$ cat config.mk
export PLATFORM = sky130hd
export DESIGN_NAME = std_stream_serializer_flat
export DESIGN_NICKNAME = d
export VERILOG_FILES = /design/src/rtl/std_stream_serializer_if.sv /design/src/rtl/std_stream_serializer.sv /design/src/flat_wrapper.sv
export SDC_FILE = /design/constraint.sdc
export NUM_CORES = 1
export LEC_CHECK = 0
export CAP_MARGIN = 20
export CORE_ASPECT_RATIO = 1.4
export CORE_UTILIZATION = 39
export CTS_CLUSTER_DIAMETER = 50
export CTS_CLUSTER_SIZE = 8
export DETAILED_ROUTE_END_ITERATION = 10
export GPL_TIMING_DRIVEN = 0
export PLACE_DENSITY_LB_ADDON = 0.15
export SLEW_MARGIN = 25
export SYNTH_ARGS = -nofsm -noshare
export SYNTH_HDL_FRONTEND = slang
export SYNTH_SLANG_ARGS = --single-unit
$ cat constraint.sdc
create_clock -name clk -period 1.78 [get_ports clk]
set_input_delay 0.356 -clock clk [delete_from_list [all_inputs] [get_ports clk]]
set_output_delay 0.356 -clock clk [all_outputs]
set_load 0.03 [all_outputs]
$ cat src/rtl/std_stream_serializer_if.sv
// rtl/std_stream_serializer_if.sv - valid/ready/payload stream interface shared by the flow stages
interface std_stream_intf #(
    parameter int WIDTH = 8
);
    logic             valid;
    logic             ready;
    logic [WIDTH-1:0] payload;

    modport in  (input valid, input payload, output ready);
    modport out (output valid, output payload, input ready);
endinterface

$ cat src/rtl/std_stream_serializer.sv
// rtl/std_stream_serializer.sv - splits one wide stream word into COUNT narrow beats with last
module std_stream_serializer #(
    parameter type T_OUT     = logic [7:0],
    parameter int  COUNT     = 4,
    parameter bit  LSB_FIRST = 1'b1
) (
    input  logic           clk,
    input  logic           rst,
    std_stream_intf.in     stream_in,
    std_stream_intf.out    stream_out,
    output logic           last
);
    localparam int W      = $bits(T_OUT);
    localparam int WORD_W = COUNT * W;
    localparam int IW     = (COUNT > 1) ? $clog2(COUNT) : 1;
    localparam logic [IW-1:0] LAST_IDX = IW'(COUNT - 1);

    generate
        if (COUNT < 1) begin : g_bad_count
            $error("std_stream_serializer: COUNT must be at least 1");
        end
        if ($bits(stream_out.payload) != W) begin : g_bad_out_width
            $error("std_stream_serializer: stream_out payload width must equal T_OUT width");
        end
        if ($bits(stream_in.payload) != WORD_W) begin : g_bad_in_width
            $error("std_stream_serializer: stream_in payload width must equal COUNT*T_OUT width");
        end
    endgenerate

    typedef enum logic {
        S_IDLE = 1'b0,
        S_BUSY = 1'b1
    } state_t;

    state_t              state;
    state_t              state_nxt;
    logic [IW-1:0]       index;
    logic [IW-1:0]       index_nxt;
    logic [IW-1:0]       slot;
    logic [WORD_W-1:0]   word;
    logic                busy;
    logic                at_last;
    logic                in_xfer;
    logic                out_xfer;

    assign busy    = (state == S_BUSY);
    assign at_last = (index == LAST_IDX);

    // Ready looks through to the output so a new word can load on the edge the last beat leaves.
    assign stream_in.ready  = !busy || (stream_out.ready && at_last);
    assign stream_out.valid = busy;
    assign last             = busy && at_last;

    assign in_xfer  = stream_in.valid && stream_in.ready;
    assign out_xfer = busy && stream_out.ready;

    assign slot               = LSB_FIRST ? index : (LAST_IDX - index);
    assign stream_out.payload = word[int'(slot) * W +: W];

    always_comb begin
        state_nxt = state;
        index_nxt = index;
        if (out_xfer) begin
            if (at_last) begin
                index_nxt = '0;
                state_nxt = S_IDLE;
            end else begin
                index_nxt = index + 1'b1;
            end
        end
        // A fresh word overrides the end-of-word clear.
        if (in_xfer) begin
            state_nxt = S_BUSY;
            index_nxt = '0;
        end
    end

    always_ff @(posedge clk) begin
        if (rst) begin
            state <= S_IDLE;
            index <= '0;
        end else begin
            state <= state_nxt;
            index <= index_nxt;
        end
    end

    always_ff @(posedge clk) begin
        if (in_xfer) begin
            word <= stream_in.payload;
        end
    end
endmodule

$ cat src/flat_wrapper.sv
// flat-port wrapper written by rule: the top's interface ports become plain ports
module std_stream_serializer_flat 
#(
    parameter type T_OUT     = logic [7:0],
    parameter int  COUNT     = 4,
    parameter bit  LSB_FIRST = 1'b1
)
  (clk, rst, last, stream_in_valid, stream_in_payload, stream_in_ready, stream_out_valid, stream_out_payload, stream_out_ready);
  std_stream_intf #(.WIDTH(32)) stream_in_i ();
  std_stream_intf #(.WIDTH(8)) stream_out_i ();
  input  logic clk;
  input  logic rst;
  output logic last;
  input wire logic [$bits(stream_in_i.valid)-1:0] stream_in_valid;
  input wire logic [$bits(stream_in_i.payload)-1:0] stream_in_payload;
  output wire logic [$bits(stream_in_i.ready)-1:0] stream_in_ready;
  output wire logic [$bits(stream_out_i.valid)-1:0] stream_out_valid;
  output wire logic [$bits(stream_out_i.payload)-1:0] stream_out_payload;
  input wire logic [$bits(stream_out_i.ready)-1:0] stream_out_ready;
  assign stream_in_i.valid = stream_in_valid;
  assign stream_in_i.payload = stream_in_payload;
  assign stream_in_ready = stream_in_i.ready;
  assign stream_out_valid = stream_out_i.valid;
  assign stream_out_payload = stream_out_i.payload;
  assign stream_out_i.ready = stream_out_ready;
  std_stream_serializer #(.T_OUT(T_OUT), .COUNT(COUNT), .LSB_FIRST(LSB_FIRST)) u_core (.clk(clk), .rst(rst), .stream_in(stream_in_i), .stream_out(stream_out_i), .last(last));
endmodule
# Yosys cells after proc, flatten, opt, wreduce, memory -nomap -nowiden
# Cells that the tools add are included.
[word_totals]
regBits = 35
inputBits = 36
output_inout_bits = 11
[classes]
add_sub_neg = 1
eq_ne = 1
n_shift = 1
n_mux = 4
n_reduce_logical = 10
[op_table]
columns = ["operator", "n"]
rows = [
  ["indexed part select 32 x 6 -> 8 bit", 1],
  ["logical AND 1 bit", 4],
  ["nonzero test 2 bit", 2],
  ["two-way mux 1 bit", 3],
  ["adder 2 x 1 -> 2 bit (second input constant)", 1],
  ["== test 2 bit (second input constant)", 1],
  ["two-way mux 2 bit", 1],
  ["AND reduction 2 bit", 1],
  ["OR reduction 2 bit", 1],
  ["zero test 1 bit", 1],
  ["logical OR 1 bit", 1],
]

# Depth between registers and ports, before layout
# Gate-level depths: netlist of run 1.
[logic_depth]
depth_word = 6
mapped_depth = 3
ltp_nobuf = 3

# Worst setup path before layout of run 1
# Ideal clock, no wire load.
[synth_timing]
path_kind = "register to register"
start = "register u_core.state, in the netlist u_core.stream_out.valid"
end = "register u_core.word[0], enable pin"
setup_time_ns = 0.392
arrival_ns = 1.659
path_slack_ns = -0.271
stages_incl_launch_ff = 3
path_buffers = 0
path_cell_list = "dfxtp_1 -> a21bo_2 -> and2_1"
[synth_between]
elab_chain_len = 3
[synth_lines]
columns = ["item", "line", "text"]
rows = [
  ["start, declared", "std_stream_serializer.sv:35", "state_t state;"],
  ["start signal, assigned", "std_stream_serializer.sv:83", "state <= state_nxt;"],
  ["zero test 1 bit", "std_stream_serializer.sv:50", "assign stream_in.ready = !busy || (stream_out.ready && at_last);"],
  ["logical OR 1 bit", "std_stream_serializer.sv:50", ""],
  ["named net stream_in_ready", "flat_wrapper.sv:16", "output wire logic [$bits(stream_in_i.ready)-1:0] stream_in_ready;"],
  ["logical AND 1 bit", "std_stream_serializer.sv:54", "assign in_xfer = stream_in.valid && stream_in.ready;"],
  ["named net u_core.in_xfer", "std_stream_serializer.sv:43", "logic in_xfer;"],
  ["end signal, assigned", "std_stream_serializer.sv:90", "word <= stream_in.payload;"],
  ["end, declared", "std_stream_serializer.sv:40", "logic [WORD_W-1:0] word;"],
]
# The timed path passes the listed nets, and every way through them passes these cells.
# A chain may end at the register's enable or synchronous reset.

# Worst setup path after layout of run 1
[layout_timing]
start = "register u_core.index[0]"
end = "output port stream_out_payload[7]"
[layout_between]
elab_chain_len = 1
[layout_lines]
columns = ["item", "line", "text"]
rows = [
  ["start, declared", "std_stream_serializer.sv:37", "logic [IW-1:0] index;"],
  ["start signal, assigned", "std_stream_serializer.sv:84", "index <= index_nxt;"],
  ["indexed part select 32 x 6 -> 8 bit", "std_stream_serializer.sv:58", "assign stream_out.payload = word[int'(slot) * W +: W];"],
  ["end, declared", "flat_wrapper.sv:18", "output wire logic [$bits(stream_out_i.payload)-1:0] stream_out_payload;"],
]
# No other way between the ends.

==> results of run 1 <==
==> cells by family after synthesis <==
logic type               after synthesis
AO/OA/AOI/OAI                          5
adder cells (fa/ha/maj)                1
buffers and inverters                  3
flip-flops                            35
multiplexers                           8
AND/OR/NAND/NOR                        6
==> layer usage <==
layer | routed length (um) | part of all wire (%)
met3 | 140 | 5.8
met5 | 0 | 0
met1 | 923 | 38
met2 | 1320 | 54
met4 | 38 | 1.6
==> registers in the layout, indices dropped and copies added, names as in the netlist <==
name and count:
u_core.word 32, u_core.index 2, u_core.stream_out.valid 1
==> cells in the final DEF, fill, tap and decap left out <==
cell type	Yosys	final
clkdlybuf4s50_1	0	35
edfxtp_1	32	32
buf_6	1	10
mux4_2	4	8
clkbuf_8	0	5
a21bo_2	2	2
buf_2	1	2
dfxtp_1	3	2
and2_4	0	1
buf_8	0	1
and2_1	2	1
or3b_1	1	1
nand3b_1	1	1
nand4bb_1	1	1
a31oi_1	1	1
inv_1	1	1
a21oi_1	1	1
nand3_1	1	1
a221oi_2	1	1
ha_1	1	1
clkbuf_1	0	1
dlygate4sd2_1	0	1
dlymetal6s2s_1	0	1
buf_4	0	1
dfxtp_4	0	1
==> report_power, final <==
part           switching, W  leakage (nW)  internal, W  total, W
Combinational     0.0000938         0.325     0.000136  0.000230
Clock              0.000235        0.0371     0.000260  0.000495
Sequential        0.0000149         0.330     0.000950  0.000965
Total              0.000343         0.692      0.00135   0.00169
==> worst max-delay path, cell delays in order (launching register included) <==
cell and delay (ps):
dfxtp_4 370, buf_8 130, buf_6 100, mux4_2 490
buf_6 160
==> metrics by stage <==
| stage | cells | power [W] | TNS (ps) | worst slack [ps] |
|---|---|---|---|---|
| 2_1_floorplan | 58 | 0.00107 | 0 | 57.0 |
| 3_3_place_gp | 143 | 0.00119 | -11980 | -320 |
| 3_5_place_dp | 143 | 0.00120 | -14420 | -370 |
| 4_1_cts | 151 | 0.00171 | -842 | -147 |
| 5_1_grt | 152 | 0.00176 | -564 | -145 |
| 6_report | 152 | 0.00169 | -214 | -98.5 |
==> how the worst max path moves through the flow <==
stage                                 start                     to  slack (ps)  cells past startpoint
global route                u_core.index[0]  stream_out_payload[7]        -140                      4
global placement            u_core.index[0]  stream_out_payload[1]        -320                      3
detailed placement         stream_out_ready         u_core.word[1]        -370                      3
finish                      u_core.index[0]  stream_out_payload[7]        -100                      4
floorplan           u_core.stream_out.valid         u_core.word[0]          60                      2
CTS                         u_core.index[0]  stream_out_payload[7]        -150                      4
==> layout make-up <==
cell class              count  area, um2  share of cell area [%]
plain buffers               2       20.0                    1.02
clock buffers               6       72.6                    3.72
inverters                   1       3.75                   0.192
multi-input cells          20        287                    14.7
flip-flops and latches     35       1020                    52.5
well taps                  39       48.8                    2.50
repair buffers             49        497                    25.4
==> timing repair <==
action,in CTS,in global routing
hold endpoints to repair,0,0
buffers inserted,1,1
gates resized for setup,58,17
setup endpoints to repair,42,10
gates cloned,1,0
==> run summary, run 1 <==
Ant diodes = 0
Nets = 151
Initial antenna violation count = 0
Final Max Tran Viols = 0
Core footprint = 0.00318 mm2
Busiest grt layer = met2
Rel. slew slack = 72.8%
Share of layout cells above drive strength 1 = 28.3%
Vias = 758
Clk_skew = 1.39 ps
Ys flop type = edfxtp_1
M1 GR Usage = 15.7%
DIE HEIGHT = 71.4 um
Final setup viols = 8
Worst hold start = u_core.stream_out.valid
Crit end category = output pin
Routed WL = 2420 um
Number of port buffers = 46
Post-synthesis compound-gate area fraction = 3.45%
Met3 Use GR = 5.31%
Gp weighted congestion = 0.609
CTS Root Cell = clkbuf_8
Fin. Hold Viols = 0
Util after Layout = 61.4%
Post-Syn Nets = 95
Max cap viols = 0
Number of synthesized flops with an enable pin = 32
Inserted Clock Buffers = 5
FF-to-FF End = u_core.word[7]
Async set or reset register ratio after synthesis = 0%
Worst Reg2Reg Path Length in Cells = 3
Ports = 47
Final period utilization = 106%
Leak = 0.692 nW
XOR/XNOR share of the synthesized area = 0%
CTS clk-pin slew, worst paths = 60 ps
Remaining Overflow, GRT = 0
Post-synth top area share = 71.7%
Multiplexer share of the synthesized area = 14.6%
Worst Path Required = 1420 ps
Netlist cell types = 17
Top-count cell post-synth = edfxtp_1
Post-Synth Adder-Cell Area = 0.934%
CP arrival = 1520 ps
Yosys top cell by area = edfxtp_1
DRC = 0
Synth Area in Simple Gates = 3.36%
Vias in the first global route = 844
Largest family of logic cells by synthesized area = multiplexers
Post-synth top cells = edfxtp_1, mux4_1, mux4_2, dfxtp_1
Via/cell ratio = 4.99
Max Buffers Root-to-Sink = 2
Tmin final = 1880 ps
Post-detail-place hpwl = 1650 um
Clock Latency Late Sink = 270 ps
Hold Crit Endpoint = u_core.index[1]
Failing checks = negative setup slack
Area Growth Syn to Fin = 45.8%
Max frequency = 532 MHz
H-tree Lvls = 2
Row count = 24
Largest net degree at the start of global routing = 33
CP Launch Type = flop
Worst Slack Setup Final = -98.5 ps
GR Layer Usage met2 = 27.0%
Initial core utilization = 42.1%
CTS tree = yes
Post-route antenna net violation count = 0
PwrDens = 865 mW/mm2
CP Max Fanout = 5
Chip Width = 51.5 um
Cells after synthesis = 58
Register area share after synthesis = 76.2%
Syn Area/Cell = 23.1 um2
Status = finished, violations left
Synth Register Bits = 35
# fillers = 272
Leading post-synthesis cells by cell area = edfxtp_1, mux4_1, mux4_2
Hold Path Class = flop to flop
Worst r2r src = u_core.index[0]
# hold bufs at CTS = 0
Area of the mapped netlist = 0.00134 mm2
Worst-Margin Slew = 409 ps
Final hold slack = 579 ps
DIE AREA = 0.00368 mm2
Post-Layout Inst Area = 0.00195 mm2
Reg-to-reg setup timing slack = 260 ps
Global-route wire length before repair = 3850 um
Total Routing Usage GR = 15.1%
Wire length per cell = 15.9 um
Yosys Warn Count = 0
Setup Crit Path Kind = flop to output pin
Worst IR Drop VDD = 0.628 mV
DRT iter0 DRCs = 36
Detailed Routing Iterations Pass 1 = 4
Hold depth = 2
RSZ-0062 raised after global routing = true
CTS Sinks = 35
Cell Area, Placed = 0.00185 mm2
Note: power is estimated with default switching activity, not from simulation.
==> run 2: changes to the inputs <==
CORE_UTILIZATION = 50   (was 39)
DONT_BUFFER_PORTS = 1   (was default)
==> run summary, run 2 (synthesis results as in run 1) <==
Status = finished, violations left
Failing checks = negative setup slack
Worst hold start = rst
Crit-path slowest cell = mux4_2
Chip Width = 45.8 um
CP Capture Point = stream_out_payload[2]
Largest net degree at the start of global routing = 33
Area Growth Syn to Fin = 7.28%
CTS Root Cell = clkbuf_4
Crit end category = output pin
Fin. Hold Viols = 0
Area of the multi-input gates = 287 um2
Seq. cell area = 0.00102 mm2
Row count = 21
CP cell instances = buf_8, mux4_2
H-tree Lvls = 2
PwrDens = 1000 mW/mm2
Gp weighted congestion = 0.592
Register share of total power = 67.0%
FF-to-FF End = u_core.word[13]
DIE HEIGHT = 63.3 um
CP arrival = 1450 ps
Worst Path Required = 1420 ps
Non-Filler Instances = 101
Ant diodes = 0
Worst IR Drop VDD = 0.676 mV
Max frequency = 554 MHz
Vias in the first global route = 642
Wire length per cell = 18.9 um
Reg-to-reg setup timing slack = 100 ps
CTS Sinks = 35
Pre-CTS setup slack = -140 ps
Net Sw Power = 0.000310 W
Switch share = 21.5%
Global-route wire length before repair = 2950 um
Nets = 103
Worst r2r src = u_core.stream_out.valid
Worst Reg2Reg Path Length in Cells = 2
CP Launch Type = flop
Post-detail-place hpwl = 1330 um
Final setup viols = 8
Rel. slew slack = 69.2%
Detailed Routing Iterations Pass 1 = 4
Core footprint = 0.00247 mm2
Total Routing Usage GR = 15.6%
Worst-Margin Slew = 462 ps
Inserted Clock Buffers = 5
Max Buffers Root-to-Sink = 2
Post-route antenna net violation count = 0
Vias = 568
Worst setup path startpoint = u_core.index[0]
Overall Power = 0.00144 W
Biggest register = u_core.word
Most common cell after layout, fill and taps aside = edfxtp_1
Cell count after placement = 92
Final hold slack = 94.8 ps
CTS clk-pin slew, worst paths = 90 ps
Internal Dissipation = 0.00113 W
RSZ-0062 raised after global routing = true
Share of layout cells above drive strength 1 = 31.3%
Leak = 0.458 nW
Ports = 47
Remaining Overflow, GRT = 0
CTS tree = yes
Final period utilization = 101%
Initial core utilization = 54.3%
Number of port buffers = 0
Setup TNS = -170 ps
Hold Path Class = input pin to flop
DIE AREA = 0.00289 mm2
Max cap viols = 0
Final Max Tran Viols = 0
Clock Latency Late Sink = 310 ps
Most frequent cells in the layout = edfxtp_1, mux4_2, clkbuf_4
# fillers = 202
Gate power share = 7.3%
CP Max Fanout = 5
Max reg flops = 32
Clk pwr share = 25.7%
Routed WL = 1910 um
Initial antenna violation count = 0
Tmin final = 1810 ps
Worst Slack Setup Final = -26.6 ps
# hold bufs at CTS = 0
Clk_skew = 5.46 ps
Via/cell ratio = 5.62
Slowest stage delay, CP = 620 ps
DRT iter0 DRCs = 14
DRC = 0
Setup Crit Path Kind = flop to output pin
[run 2: what timing repair did]
item / 4_1_cts / 5_1_grt
pin swaps: 0 / 0
cloned: 1 / 0
buffers inserted: 0 / 0
resized for setup: 10 / 0
setup endpoints to repair: 40 / 8
[run 2: power by group through the flow]
stage	sequential [W]	clock [W]	combinational, W
final	0.000966	0.000371	0.000106
after global routing	0.000970	0.000431	0.000113
after CTS	0.000967	0.000401	0.000108
after detailed placement	0.000985	0	0.000102
after global placement	0.000981	0	0.000100
after floorplan	0.000979	0	0.0000904
[run 2: layout make-up]
type	instances	share of cell area (%)
sequential	35	71.3
clock inverter	2	0.522
inverter	1	0.261
clock buffer	6	2.87
multi-input combinational	20	19.9
tap	34	2.96
timing repair buffer	1	0.783
buffer	2	1.39
[run 2: worst max-delay path: cells and delay by family (launching register included)]
kind	cells	cell delay, ps
muxes	1	620
buffers and inverters	1	130
DFF	1	390
[run 2: how the worst min path moves through the flow]
stage / end / slack, ps / depth (start not counted)
final: u_core.index[0] / 90 / 1
after global routing: u_core.index[0] / 60 / 1
after CTS: u_core.index[0] / 70 / 1
after detailed placement: u_core.index[1] / 430 / 1
after global placement: u_core.stream_out.valid / 430 / 1
after floorplan: u_core.index[1] / 420 / 1
[run 2: stage by stage]
step	cell area [um2]	utilization, %
floorplan	1340	-
global placement	1380	56.0
detailed placement	1380	56.0
CTS	1440	58.2
global route	1440	58.2
finish	1440	58.2
[run 2: per-layer routing]
metal  global-route usage (%)  share of wire (%)
met5                        0                  0
met4                     6.62               0.52
met3                     8.88                8.0
met2                     25.5                 57
met1                     15.3                 35
==> run 3: changes to the inputs <==
GPL_TIMING_DRIVEN = default   (was 0)
==> run summary, run 3 (synthesis results as in run 1) <==
Status = finished, violations left
Failing checks = negative setup slack
PwrDens = 974 mW/mm2
Nets = 110
Hold depth = 1
Gp weighted congestion = 0.647
Biggest register = u_core.word
Worst Path Buf+Inv = 2
Worst Slack Setup Final = -52.7 ps
Detailed Routing Iterations Pass 1 = 4
Wire length per cell = 18.1 um
Max reg flops = 32
Clock Latency Late Sink = 320 ps
CTS Root Cell = clkbuf_4
CTS clk-pin slew, worst paths = 90 ps
Setup TNS = -110 ps
DRT iter0 DRCs = 15
H-tree Lvls = 2
Worst r2r src = u_core.index[0]
CP arrival = 1480 ps
Worst setup path startpoint = u_core.index[0]
Hold Crit Endpoint = u_core.index[1]
Crit end category = output pin
Routed WL = 1960 um
Largest net degree at the start of global routing = 33
DIE AREA = 0.00289 mm2
Worst IR Drop VDD = 0.654 mV
Final setup viols = 4
Post-detail-place hpwl = 1330 um
Tmin final = 1830 ps
Via/cell ratio = 5.64
Most frequent cells in the layout = edfxtp_1, mux4_2, buf_6, clkbuf_4, buf_4
Ant diodes = 0
Max frequency = 546 MHz
Hold Path Class = input pin to flop
Vias in the first global route = 644
Worst Reg2Reg Path Length in Cells = 4
Max cap viols = 0
Post-Layout Inst Area = 0.00151 mm2
Number of port buffers = 0
Crit-path slowest cell = mux4_2
Final hold slack = 89.9 ps
Worst-Margin Slew = 406 ps
Most common cell after layout, fill and taps aside = edfxtp_1
Rel. slew slack = 73.0%
Area Growth Syn to Fin = 12.4%
Leak = 0.497 nW
Initial core utilization = 54.3%
Share of layout cells above drive strength 1 = 39.2%
Worst hold start = rst
CP Launch Type = flop
CTS tree = yes
CP cell instances = buf_6, mux4_2, buf_6
Remaining Overflow, GRT = 0
# fillers = 202
Fin. Hold Viols = 0
Final period utilization = 103%
Total Routing Usage GR = 16.1%
# hold bufs at CTS = 0
Inserted Clock Buffers = 5
Critical path's top delay family = multiplexers
Reg-to-reg setup timing slack = 230 ps
CTS Sinks = 35
Post-route antenna net violation count = 0
Vias = 609
Pre-CTS setup slack = 85.6 ps
Clk_skew = 3.06 ps
Most common cell on crit path = buf_6
Cell Area, Placed = 0.00144 mm2
Initial antenna violation count = 0
Setup Crit Path Kind = flop to output pin
Row count = 21
FF-to-FF End = u_core.word[24]
Slowest stage delay, CP = 500 ps
Chip Width = 45.8 um
RSZ-0062 raised after global routing = true
Final Max Tran Viols = 0
DRC = 0
DIE HEIGHT = 63.3 um
CP Max Fanout = 5
Core footprint = 0.00247 mm2
Worst Path Required = 1420 ps
Ports = 47
Global-route wire length before repair = 3050 um
Overall Power = 0.00147 W
Max Buffers Root-to-Sink = 2
==> run 3: final cells by class <==
type	count	area (um2)	area share, %
Clock buffer	8	48.8	3.24
Multi-Input combinational cell	20	289	19.2
Tap cell	34	42.5	2.82
Sequential cell	35	1020	68.0
Timing Repair Buffer	10	97.6	6.48
Inverter	1	3.75	0.249
==> run 3: power breakdown <==
part           leakage (nW)  switching (W)  internal [W]
logic                 0.141      0.0000778     0.0000513
clock network        0.0265       0.000220      0.000157
registers             0.330      0.0000119      0.000948
==> run 3: how the worst max path moves through the flow <==
stage          cells after the start                     to
3_3_place_gp                       3        u_core.word[17]
4_1_cts                            3  stream_out_payload[4]
2_1_floorplan                      2         u_core.word[0]
5_1_grt                            3  stream_out_payload[4]
3_5_place_dp                       3        u_core.word[29]
6_report                           3  stream_out_payload[4]
==> run 3: per-stage QoR <==
step	utilization [%]	cells
2_1_floorplan	-	58
3_3_place_gp	58.1	99
3_5_place_dp	58.1	99
4_1_cts	60.7	108
5_1_grt	61.0	108
6_report	61.0	108
==> run 3: worst register-to-register path, cell delays in order, from the launching register on <==
cell,delay [ps]
dfxtp_4,380
buf_4,110
ha_1,150
a21bo_2,150
and2_4,400
==> run 3: layer usage <==
metal  up-vias  wire length [um]  track usage, %
met5         -                 0               0
met4         0                29            7.72
met3         4               183            9.17
li1        274                 -               -
met1       295               735            17.7
met2        36              1010            24.3
==> run 3: timing repair <==
item | CTS | global route
resized for setup | 11 | 4
setup buffers | 1 | 0
setup endpoints to repair | 8 | 42
endpoints found under the hold margin | 0 | 0
cloned | 0 | 0
